[config.mk]
export PLATFORM = sky130hd
export DESIGN_NAME = instruction_fetch
export DESIGN_NICKNAME = d
export VERILOG_FILES = /design/src/rtl/instruction_fetch.sv
export SDC_FILE = /design/constraint.sdc
export NUM_CORES = 1
export LEC_CHECK = 0
export BUFFER_PORTS_ARGS = -buffer_cell sky130_fd_sc_hd__buf_2
export CAP_MARGIN = 20
export CORE_ASPECT_RATIO = 1.25
export CORE_MARGIN = 2
export CORE_UTILIZATION = 50
export CTS_BUF_LIST = sky130_fd_sc_hd__clkbuf_8 sky130_fd_sc_hd__clkbuf_16
export DETAILED_ROUTE_END_ITERATION = 12
export PLACE_DENSITY = 0.77
export SLEW_MARGIN = 15
export SYNTH_ARGS = -nofsm -noshare
export SYNTH_HDL_FRONTEND = slang
export SYNTH_SLANG_ARGS = --single-unit
[constraint.sdc]
create_clock -name clk -period 2.1 [get_ports clk]
set_input_delay 0.21 -clock clk [delete_from_list [all_inputs] [get_ports clk]]
set_output_delay 0.21 -clock clk [all_outputs]
set_load 0.01 [all_outputs]
[src/rtl/instruction_fetch.sv]
// Fetch-side initiator for a combinational instruction ROM: owns the PC, captures the
// returned word into a one-entry register and offers it to decode over valid/ready.
//
// state | meaning
// IDLE  | fetch disabled, PC frozen, nothing captured
// RUN   | capture one instruction per cycle whenever the output slot is free
// DRAIN | fetch disabled, waiting for the held instruction to be taken
module instruction_fetch #(
    parameter int                ADDR_W        = 8,
    parameter int                INSTR_W       = 16,
    parameter logic [ADDR_W-1:0] RESET_PC      = '0,
    parameter logic [3:0]        JMP_OPCODE    = 4'b1111,
    parameter bit                PREDECODE_JMP = 1'b1
) (
    input  logic               clk,
    input  logic               rst_n,
    input  logic               fetch_en,
    input  logic               redirect_valid,
    input  logic [ADDR_W-1:0]  redirect_pc,
    output logic [ADDR_W-1:0]  pc,
    input  logic [INSTR_W-1:0] instruction,
    output logic               if_valid,
    input  logic               if_ready,
    output logic [INSTR_W-1:0] if_instr,
    output logic [ADDR_W-1:0]  if_pc,
    output logic               if_jmp_taken,
    output logic [15:0]        fetch_count
);

    localparam logic [1:0] IDLE  = 2'd0;
    localparam logic [1:0] RUN   = 2'd1;
    localparam logic [1:0] DRAIN = 2'd2;

    logic [1:0]         state_q, state_d;
    logic [ADDR_W-1:0]  pc_q, pc_d;
    logic               valid_q, valid_d;
    logic [INSTR_W-1:0] instr_q, instr_d;
    logic [ADDR_W-1:0]  if_pc_q, if_pc_d;
    logic               jmp_q, jmp_d;
    logic [15:0]        count_q, count_d;

    logic transfer;
    logic slot_free;
    logic capture;
    logic is_jmp;

    assign transfer  = valid_q && if_ready;
    assign slot_free = !valid_q || transfer;
    assign capture   = (state_q == RUN) && slot_free && !redirect_valid;
    assign is_jmp    = PREDECODE_JMP && (instruction[INSTR_W-1 -: 4] == JMP_OPCODE);

    always_comb begin
        state_d = state_q;
        case (state_q)
            IDLE:    if (fetch_en) state_d = RUN;
            RUN:     if (!fetch_en) state_d = DRAIN;
            DRAIN: begin
                if (fetch_en)                     state_d = RUN;
                else if (!valid_q || transfer)    state_d = IDLE;
            end
            default: state_d = IDLE;
        endcase
    end

    // Redirect wins over capture; a transfer in the same cycle is still counted below.
    always_comb begin
        pc_d    = pc_q;
        valid_d = valid_q;
        instr_d = instr_q;
        if_pc_d = if_pc_q;
        jmp_d   = jmp_q;
        if (redirect_valid) begin
            pc_d    = redirect_pc;
            valid_d = 1'b0;
        end else if (capture) begin
            instr_d = instruction;
            if_pc_d = pc_q;
            valid_d = 1'b1;
            jmp_d   = is_jmp;
            pc_d    = is_jmp ? instruction[ADDR_W-1:0] : pc_q + ADDR_W'(1);
        end else if (transfer) begin
            valid_d = 1'b0;
        end
    end

    always_comb begin
        count_d = count_q;
        if (transfer && (count_q != 16'hFFFF)) count_d = count_q + 16'd1;
    end

    always_ff @(posedge clk or negedge rst_n) begin
        if (!rst_n) begin
            state_q <= IDLE;
            pc_q    <= RESET_PC;
            valid_q <= 1'b0;
            instr_q <= '0;
            if_pc_q <= '0;
            jmp_q   <= 1'b0;
            count_q <= '0;
        end else begin
            state_q <= state_d;
            pc_q    <= pc_d;
            valid_q <= valid_d;
            instr_q <= instr_d;
            if_pc_q <= if_pc_d;
            jmp_q   <= jmp_d;
            count_q <= count_d;
        end
    end

    assign pc           = pc_q;
    assign if_valid     = valid_q;
    assign if_instr     = instr_q;
    assign if_pc        = if_pc_q;
    assign if_jmp_taken = jmp_q;
    assign fetch_count  = count_q;

endmodule
Yosys cells after proc, flatten, opt, wreduce, memory -nomap -nowiden. Index checks and enable logic that the tools add are counted.

Mux-type cells: 11. Equal/unequal tests: 7. Bitwise logic cells: 1. Reductions and logical operators: 12. Add/sub/neg operators: 2.

Operator list (number): 8-bit 2-to-1 mux (3); 16-bit by 1-bit adder with 16-bit output (second input constant) (1); 16-bit != test (second input constant) (1); 8-bit by 1-bit adder with 8-bit output (second input constant) (1); 2-bit 2-to-1 mux (4); 2-bit one-hot mux with 3 select lines (1); 4-bit == test (second input constant) (1); 1-bit logical AND (4); 2-bit != test (second input constant) (2); 1-bit 2-to-1 mux (3); 3-bit != test (second input constant) (1); 3-bit AND reduction (1); 3-bit nonzero test (1); 2-bit by 1-bit == test with 1-bit output (second input constant) (1); 2-bit == test (second input constant) (1); 1-bit zero test (2); 2-bit zero test (1); 2-bit AND reduction (1); 2-bit nonzero test (1); 1-bit logical OR (1); 1-bit inverter (1).

Output and inout bits: 50. Logic and storage cells: 40. Input bits: 29. Register bits after elaboration: 52.

Logic depth before layout (Yosys ltp).
Word-level depth: 6. Depth in mapped cells: 5.

Least setup slack after synthesis. Ideal clock, no wire load.

Path kind: reg2reg. Start: reg count_q[0], in the netlist fetch_count[0]. End: reg count_q[12], in the netlist fetch_count[12]. Setup slack: 0.329 ns. Period minus slack after synthesis: 1.771 ns. Arrival: 1.646 ns. Required time: 1.975 ns. Setup time: 0.125 ns. Stages on the path, launching flop included: 6. Path through: dfrtp_1 ha_1 nand3_2 nor3_1 and4_1 mux2_2.

Longest elaborated chain between the ends: 2.

Ends and longest elaborated chain: start: declaration (line 40) `logic [15:0] count_q, count_d;`; start signal: assignment (line 107) `count_q <= count_d;`; branches (longest 2 deep; another with 16-bit by 1-bit adder with 16-bit output).

Parallel ways; which one is timed is not known. A chain may end at the register's enable or synchronous reset.

Worst setup path in the final report. Same ends and word-level chain as after synthesis.

==> summary.txt <==
Outcome
  • Status: completed

STA
  • Final hold slack: 0.0551 ns
  • Max-slew violations: 0
  • Worst-Margin Slew: 0.512 ns
  • Max Clock Freq: 565 MHz
  • Tmin final: 1.77 ns
  • Final setup violation count: 0
  • Fraction of the cycle the final worst path needs: 84.2%
  • RSZ-0062 raised after global routing: false
  • Rel. slew slack: 65.9%
  • Fin. Hold Viols: 0
  • Post-Route Setup TNS: 0 ns
  • Clk_skew: 0.00745 ns

Critical path
  • CP endpoint kind: register
  • Crit path kind: reg2reg
  • Slowest stage cell, crit path: dfrtp_1
  • Reg2reg start: fetch_count[0]
  • Crit-path cells: ha_1 -> nand3_2 -> nor3_1 -> and4_1 -> mux2_2
  • Critical Path Max Stage Delay: 0.42 ns
  • CP startpoint: fetch_count[0]
  • Buf/Inv on CP: 0
  • R2R cell count: 5
  • R2R Setup Slk: 0.33 ns
  • Arrival time at the worst endpoint: 1.96 ns
  • Worst EP required: 2.30 ns
  • CP max FO: 7
  • CP delay by family, top: simple AND/OR/NAND/NOR gates
  • Reg-to-reg endpoint: fetch_count[12]
  • Startpoint types: register

Pwr
  • Worst VDD drop: 471 uV
  • PwrDens: 856 nW/um2
  • Power Total: 2620 uW
  • P_leak: 0.00147 uW

Route
  • Vias/cell: 5.51
  • DRT antenna net count: 0
  • Drt total wl: 5.53 mm
  • First-iteration detailed-routing DRC count: 78
  • TritonRoute pass-1 iters: 4
  • WL/cell: 15.5 um
  • Vias after detailed routing: 1,960
  • Residual DRC count: 0

Synth
  • Synthesized area per cell: 11.7 um2
  • Mapped Area: 2450 um2
  • Syn Inst Count: 209
  • Post-Syn Nets: 240
  • Seq cells post-synth: 52
  • Post-synth cell types: 40
  • Sequential area share after synthesis: 53.0%
  • Yosys Warn Count: 0

Worst hold path
  • Hold Path Depth: 2
  • Hold Crit Start: fetch_en
  • Hold WC Path Type: in2reg
  • Hold-critical path endpoint: state_q[1]

Clock tree
  • Post-CTS Resized: 0
  • Clk Latency, worst-skew pair: 0.30 ns
  • CTS tree: yes
  • Root Buffer: clkbuf_8
  • CTS max path bufs: 2
  • Clock sink count: 52
  • CTS clk-pin slew, worst paths: 0.09 ns
  • Num CTS Buffers: 5
  • Postcts setup bufs: 0
  • Max H-tree Level: 2
  • Post-CTS Hold Buffers: 1

Global route
  • First-pass GRT wire length: 8.85 mm
  • Vias in the first global route: 1,985
  • Remaining global-route overflow: 0
  • GR Util All Layers: 21.5%
  • Largest net degree at the start of global routing: 31
  • Antenna violations before repair: 0

Final layout
  • Area growth from synthesis to layout: 24.7%
  • Most common cell after layout, fill and taps aside: buf_2
  • Antenna cell count: 0
  • Final core occ: 64.7%
  • Nets: 326
  • Most frequent cells in the layout: buf_2 (78), dfrtp_1 (52), mux2_2 (29)
  • Layout cells sized above 1: 43.9%

Job
  • Maximum capacitance violations: 0

Die
  • Num ports: 79
  • Initial Utilization: 51.9%
  • Die ar.: 5490 um2
  • Core area: 4730 um2
  • Die Wd: 66.7 um
  • Die H: 82.3 um
  • Num rows: 28

Place
  • Port bufs: 78
  • Routability cong.: 0.795
  • Post-DP HPWL: 4.23 mm
## cell type report
class / count / area (um2)
flip-flops and latches: 52 / 1300
clock buffers: 6 / 82.6
inverters: 4 / 15.0
well taps: 60 / 75.1
clock inverters: 2 / 7.51
multi-input cells: 146 / 1110
repair buffers: 86 / 465
fillers: 391 / 1670
## where the power goes
| part | internal, uW | switching (uW) | total (uW) |
|---|---|---|---|
| registers | 1190 | 158 | 1350 |
| clock network | 260 | 311 | 571 |
| logic | 348 | 353 | 701 |
| total | 1800 | 822 | 2620 |
## through the flow
stage | area [um2] | setup WS, ns | cells
2_1_floorplan | 2450 | 0.329 | 209
3_3_place_gp | 2960 | 0.415 | 347
3_5_place_dp | 2960 | 0.361 | 347
4_1_cts | 3060 | 0.357 | 356
5_1_grt | 3060 | 0.230 | 356
6_report | 3060 | 0.331 | 356
## synth_stat cells
cell       n  area share [%]
dfrtp_1   52              53
mux2_2    29              13
nand2_1   16             2.4
nor2_1    12             1.8
a21oi_1    9             1.8
xor2_1     9             3.2
nand3_1    7             1.4
a211oi_1   5             1.5
and3_1     5             1.3
nand4_1    5             1.3
nor3_1     5             1.0
clkbuf_1   4            0.61
inv_1      4            0.61
nor3b_1    4             1.2
a221o_1    3             1.2
and4_1     3             1.1
buf_2      3            0.61
o21ai_0    3            0.61
xnor2_1    3             1.1
a21boi_0   2            0.61
ha_1       2             1.0
mux2i_1    2            0.82
nand3_2    2            0.82
nor4_4     2             1.7
o221ai_1   2            0.71
or2_2      2            0.51
a21oi_2    1            0.36
a221oi_1   1            0.36
a22oi_1    1            0.31
a31oi_1    1            0.26
and2b_2    1            0.36
mux2_4     1            0.61
nand2b_1   1            0.26
nand3b_1   1            0.31
nor2b_1    1            0.26
nor4b_1    1            0.36
o211ai_1   1            0.31
o21a_1     1            0.31
o31ai_1    1            0.31
or3_1      1            0.26
## registers in the layout, summed over array words and instances (netlist names)
signal and flops:
pc 8, if_valid 1, if_pc 8, state_q 2
if_instr 16, if_jmp_taken 1, fetch_count 16
## per-layer routing
layer  vias up  routed length (um)  track usage (%)
met5         -                   0                0
met2        65                2900             39.4
li1        926                   -                -
met3        11                 316             5.69
met4         0                 115             8.78
met1       958                2190             23.2
## how the worst max path moves through the flow
| stage | cells past startpoint | end |
|---|---|---|
| after floorplan | 5 | fetch_count[12] |
| after global placement | 5 | fetch_count[12] |
| after detailed placement | 5 | fetch_count[12] |
| after CTS | 5 | fetch_count[12] |
| after global routing | 5 | fetch_count[12] |
| final | 5 | fetch_count[12] |
## cells by family (layout without fill, tap and decap cells)
| group | count (synthesis) | count (layout) | synth area share, % |
|---|---|---|---|
| buf+inv | 11 | 98 | 1.83 |
| mux | 32 | 32 | 14.7 |
| fa+ha+maj | 2 | 2 | 1.02 |
| xor+xnor | 12 | 12 | 4.28 |
| flops | 52 | 52 | 53.0 |
| compound gates | 31 | 31 | 8.72 |
| simple gates | 69 | 69 | 16.4 |
Power figures use the tool's default switching activity.
